<file path="src/rtl/matrix_pkg.sv">
// Shared defaults and FSM state type for the matrix operand fetch block.
package matrix_pkg;

    localparam int DEF_DATA_W = 8;
    localparam int DEF_ADDR_W = 5;
    localparam int DEF_N_ELEM = 4;

    typedef enum logic [1:0] {
        IDLE  = 2'd0,
        FETCH = 2'd1,
        DRAIN = 2'd2,
        HOLD  = 2'd3
    } state_t;

endpackage

</file>
<file path="src/rtl/matrix_addr_gen.sv">
// Address generator: latches both base addresses, counts elements and
// produces the wrapping RAM read address for A then B.
module matrix_addr_gen #(
    parameter int ADDR_W = 5,
    parameter int N_ELEM = 4,
    parameter int K_W    = 3
) (
    input  logic              clk,
    input  logic              rst,
    input  logic              load,
    input  logic              advance,
    input  logic [ADDR_W-1:0] base_a,
    input  logic [ADDR_W-1:0] base_b,
    output logic [ADDR_W-1:0] ram_addr,
    output logic [K_W-1:0]    k
);

    localparam logic [K_W-1:0] N_K = K_W'(N_ELEM);

    logic [ADDR_W-1:0] base_a_q;
    logic [ADDR_W-1:0] base_b_q;
    logic [K_W-1:0]    k_next;
    logic [ADDR_W-1:0] addr_next;

    // Truncation to ADDR_W bits gives the modulo-2**ADDR_W wrap.
    always_comb begin
        k_next = k + K_W'(1);
        if (k_next < N_K) begin
            addr_next = base_a_q + ADDR_W'(k_next);
        end else begin
            addr_next = base_b_q + ADDR_W'(k_next - N_K);
        end
    end

    always_ff @(posedge clk or posedge rst) begin
        if (rst) begin
            base_a_q <= '0;
            base_b_q <= '0;
            k        <= '0;
            ram_addr <= '0;
        end else if (load) begin
            base_a_q <= base_a;
            base_b_q <= base_b;
            k        <= '0;
            ram_addr <= base_a;
        end else if (advance) begin
            k        <= k_next;
            ram_addr <= addr_next;
        end
    end

endmodule

</file>
<file path="src/rtl/matrix_operand_fetch.sv">
// Fetches matrix A then matrix B from a registered-read RAM and presents
// both as packed operands under a valid/ready handshake.
module matrix_operand_fetch
    import matrix_pkg::*;
#(
    parameter int DATA_W = DEF_DATA_W,
    parameter int ADDR_W = DEF_ADDR_W,
    parameter int N_ELEM = DEF_N_ELEM
) (
    input  logic                     clk,
    input  logic                     rst,
    input  logic                     start,
    input  logic [ADDR_W-1:0]        base_a,
    input  logic [ADDR_W-1:0]        base_b,
    output logic [ADDR_W-1:0]        ram_addr,
    input  logic [DATA_W-1:0]        ram_q,
    output logic [N_ELEM*DATA_W-1:0] mat_a,
    output logic [N_ELEM*DATA_W-1:0] mat_b,
    output logic                     out_valid,
    input  logic                     out_ready,
    output logic                     busy
);

    localparam int K_W = $clog2(2 * N_ELEM);
    localparam logic [K_W-1:0] LAST_K     = K_W'(2 * N_ELEM - 1);
    localparam logic [K_W-1:0] PRE_LAST_K = K_W'(2 * N_ELEM - 2);

    state_t         state;
    state_t         state_next;
    logic           load;
    logic           advance;
    logic [K_W-1:0] k;
    logic           addr_vld;
    logic           cap_vld;
    logic [K_W-1:0] cap_k;

    matrix_addr_gen #(
        .ADDR_W (ADDR_W),
        .N_ELEM (N_ELEM),
        .K_W    (K_W)
    ) u_addr_gen (
        .clk      (clk),
        .rst      (rst),
        .load     (load),
        .advance  (advance),
        .base_a   (base_a),
        .base_b   (base_b),
        .ram_addr (ram_addr),
        .k        (k)
    );

    always_comb begin
        state_next = state;
        load       = 1'b0;
        advance    = 1'b0;
        case (state)
            IDLE: begin
                if (start) begin
                    load       = 1'b1;
                    state_next = FETCH;
                end
            end
            FETCH: begin
                advance = 1'b1;
                if (k == PRE_LAST_K) begin
                    state_next = DRAIN;
                end
            end
            DRAIN: begin
                if (cap_vld && cap_k == LAST_K) begin
                    state_next = HOLD;
                end
            end
            HOLD: begin
                if (out_ready) begin
                    state_next = IDLE;
                end
            end
            default: state_next = IDLE;
        endcase
    end

    assign out_valid = (state == HOLD);
    assign busy      = (state != IDLE);

    // Two-stage tag pipeline tracks which element the RAM returns this cycle.
    always_ff @(posedge clk or posedge rst) begin
        if (rst) begin
            state    <= IDLE;
            addr_vld <= 1'b0;
            cap_vld  <= 1'b0;
            cap_k    <= '0;
            mat_a    <= '0;
            mat_b    <= '0;
        end else begin
            state    <= state_next;
            addr_vld <= load | advance;
            cap_vld  <= addr_vld;
            cap_k    <= k;
            if (cap_vld) begin
                for (int unsigned j = 0; j < unsigned'(N_ELEM); j++) begin
                    if (cap_k == K_W'(j)) begin
                        mat_a[j*DATA_W +: DATA_W] <= ram_q;
                    end
                    if (cap_k == K_W'(j + unsigned'(N_ELEM))) begin
                        mat_b[j*DATA_W +: DATA_W] <= ram_q;
                    end
                end
            end
        end
    end

endmodule
</file>
<file path="config.mk">
export PLATFORM = sky130hd
export DESIGN_NAME = matrix_operand_fetch
export DESIGN_NICKNAME = d
export VERILOG_FILES = /design/src/rtl/matrix_pkg.sv /design/src/rtl/matrix_addr_gen.sv /design/src/rtl/matrix_operand_fetch.sv
export SDC_FILE = /design/constraint.sdc
export NUM_CORES = 1
export LEC_CHECK = 0
export CAP_MARGIN = 20
export CELL_PAD_IN_SITES_DETAIL_PLACEMENT = 2
export CELL_PAD_IN_SITES_GLOBAL_PLACEMENT = 2
export CORE_ASPECT_RATIO = 0.5
export CORE_MARGIN = 2
export CORE_UTILIZATION = 30
export DETAILED_ROUTE_END_ITERATION = 10
export MAX_ROUTING_LAYER = met4
export PLACE_DENSITY_LB_ADDON = 0.1
export SLEW_MARGIN = 20
export SYNTH_ARGS = -nofsm -noshare
export SYNTH_HDL_FRONTEND = slang
export SYNTH_HIERARCHICAL = 1
export SYNTH_SLANG_ARGS = --single-unit
</file>
<file path="constraint.sdc">
create_clock -name clk -period 2.6 [get_ports clk]
set_input_delay 0.26 -clock clk [delete_from_list [all_inputs] [get_ports clk]]
set_output_delay 0.26 -clock clk [all_outputs]
set_load 0.01 [all_outputs]
</file>
==> results.json <==
{
  "fin_crit_sh_pct": 81.9,
  "max_slew_margin_pct": 49.5,
  "place_congestion": 0.707,
  "slew_viol_final": 0,
  "dieArea_um2": 13600,
  "setup.worst_path.end": "u_addr_gen/ram_addr[3]",
  "antenna_found_initial": 0,
  "fin_nets": 393,
  "crit_path_start_kind": "flop",
  "max-vdd-ir-drop_v": 0.000445,
  "tightestPinTransition_ns": 0.756,
  "cts_tree": "done",
  "p_leak_nw": 2.22,
  "area_growth_pct": 37.8,
  "num_vias": 2442,
  "r2r-end": "u_addr_gen/ram_addr[3]",
  "reg2reg_depth": 7,
  "start_util_pct": 31.4,
  "clkSlewWorstSetupHoldPaths_ns": 0.06,
  "core_area_um2": 12100,
  "synth_ff_type": "dfrtp_1",
  "ys_seq_area_share_pct": 58.7,
  "crit_start": "u_addr_gen/k[0]",
  "firstDrtPassIters": 3,
  "rr_startpoint": "u_addr_gen/k[0]",
  "synth_cell_types": 40,
  "yosysTopAreaCellShare_pct": 58.7,
  "synth_area_um2": 3790,
  "max_freq_mhz": 470,
  "synth_edf_count": 0,
  "grt_max_degree": 72,
  "die_y_um": 83.5,
  "arrival_ns": 2.40,
  "antenna_left": 0,
  "wl_per_cell_um": 16.9,
  "worstPathRequired_ns": 2.87,
  "die_w_um": 163,
  "cts-root-buf": "clkbuf_16",
  "synthesis.instances": 258,
  "yosys-top-cells-area": "dfrtp_1 59%, mux2_2 19%, ha_1 3.6%, mux2_1 2.1%, mux2i_1 1.3%",
  "clock_path_buffers": 2,
  "dp_hpwl_um": 6570,
  "antenna_cells": 0,
  "maxCapViolCount": 0,
  "ys_async_sr_fraction_pct": 100,
  "postCtsSetupBuffers": 0,
  "synth_nets": 293,
  "finalSetupTns_ns": 0,
  "grtUsageTotal_pct": 14.5,
  "setup_viol": 0,
  "finalCriticalPeriod_ns": 2.13,
  "post_cts_resized": 0,
  "synth_top_area_cell": "dfrtp_1",
  "io_buffers": 92,
  "rsz0062_at_grt": "no",
  "final_util_pct": 43.3,
  "fin_skew_ns": 0.00589,
  "cts_made_buffers": 9,
  "ctsHoldBuffers": 0,
  "synth_warnings": 6,
  "critPathKind": "reg2reg",
  "worstPathMaxFanout": 7,
  "regToRegSetupSlack_ns": 0.47,
  "cp-end-kind": "flop",
  "drt-initial-drc-count": 62,
  "min-delay-path-class": "in2async",
  "p_per_area_nw_per_um2": 1370,
  "cts-htree-levels": 3,
  "drcViolationCount": 0,
  "grt_pass1_wl_um": 14500,
  "ys_ff_latch": 89,
  "routed_via_density": 4.63,
  "grt_pass1_vias": 2734,
  "wl_um": 8910,
  "timing.final.hold_violations": 0,
  "syn_area_per_cell_um2": 14.7,
  "status": "complete, no violations",
  "num_io_pins": 93,
  "final_cell_mix": "92 x clkdlybuf4s50_1, 89 x dfrtp_1, 65 x mux2_2, 11 x ha_1, 10 x inv_1",
  "worstSkewPairLatency_ns": 0.34,
  "row_count": 28,
  "cts_sinks": 89,
  "overflow": 0,
  "final_common_cell": "clkdlybuf4s50_1",
  "drive_gt1_share_pct": 26.2
}
-- power by group --
part           internal [mW]  switching (mW)
clock                  0.783           0.558
combinational           1.94            1.33
sequential              2.09           0.478
-- cell type report --
cell class                      instances  area, µm²
Timing Repair Buffer                   96        963
Clock buffer                           10        239
Sequential cell                        89       2230
Inverter                               11       41.3
Multi-Input combinational cell        151       1480
Tap cell                              165        206
Fill cell                            1185       6860
Clock inverter                          6       72.6
-- registers in the layout, summed over array words and instances (netlist names) --
| register | cells |
|---|---|
| u_addr_gen/ram_addr | 5 |
| mat_b | 32 |
| u_addr_gen/base_a_q | 5 |
| addr_vld | 1 |
| cap_k | 3 |
| u_addr_gen/base_b_q | 5 |
| u_addr_gen/k | 3 |
| cap_vld | 1 |
| mat_a | 32 |
| state | 2 |
-- cell usage after synthesis, drive strengths merged (2+ instances only) --
master	number
mux2	72
mux2i	5
nor3	3
a21oi	2
nand3	2
nor2	8
nor3b	2
a211o	2
o21ai	6
nor2b	2
ha	11
nand4b	3
nand2	9
xnor2	5
inv	11
dfrtp	89
a22oi	3
buf	6
fa	2
xor2	3
-- per-stage QoR --
step                      std cells  cell area [µm²]  worst slack, ns  power (mW)  hold WS, ns
after CTS                       528             5230            0.459        7.33        0.352
after global routing            528             5230            0.367        7.72        0.358
after global placement          512             4920            0.551        5.79        0.337
after detailed placement        512             4920            0.467        5.95        0.338
final                           528             5230            0.471        7.18        0.335
after floorplan                 258             3790            0.543        4.30        0.199
-- worst max-delay path: stages (launching register included) --
cell and delay (ns):
dfrtp_1 0.43, ha_1 0.26, xor2_2 0.36, ha_1 0.32, and3_1 0.19, o21a_1 0.20, o31a_1 0.24, o21ai_2 0.05
-- worst min path at each step --
stage                                        end  slack, ns
after global routing                     cap_vld       0.36
after global placement                   cap_vld       0.34
after detailed placement                 cap_vld       0.34
after CTS                                cap_vld       0.35
final                                  mat_a[21]       0.33
after floorplan           u_addr_gen/base_a_q[0]       0.20
-- routing by layer --
metal | vias to the layer above | wire [µm] | global-route usage [%]
li1 | 1106 | - | -
met1 | 1272 | 3900 | 17.0
met2 | 56 | 4560 | 24.6
met3 | 8 | 376 | 4.32
met4 | 0 | 68 | 3.62
met5 | - | 0 | -
-- logic make-up (layout without fill, tap and decap cells) --
| logic type | after synthesis | count (layout) | synth area share (%) |
|---|---|---|---|
| AO/OA/AOI/OAI | 18 | 18 | 3.30 |
| XOR/XNOR | 8 | 8 | 2.04 |
| adder cells (fa/ha/maj) | 13 | 13 | 4.68 |
| buffers and inverters | 18 | 123 | 2.37 |
| flip-flops | 89 | 89 | 58.7 |
| multiplexers | 77 | 77 | 22.7 |
| AND/OR/NAND/NOR | 35 | 35 | 6.23 |
Power figures use the tool's default switching activity.
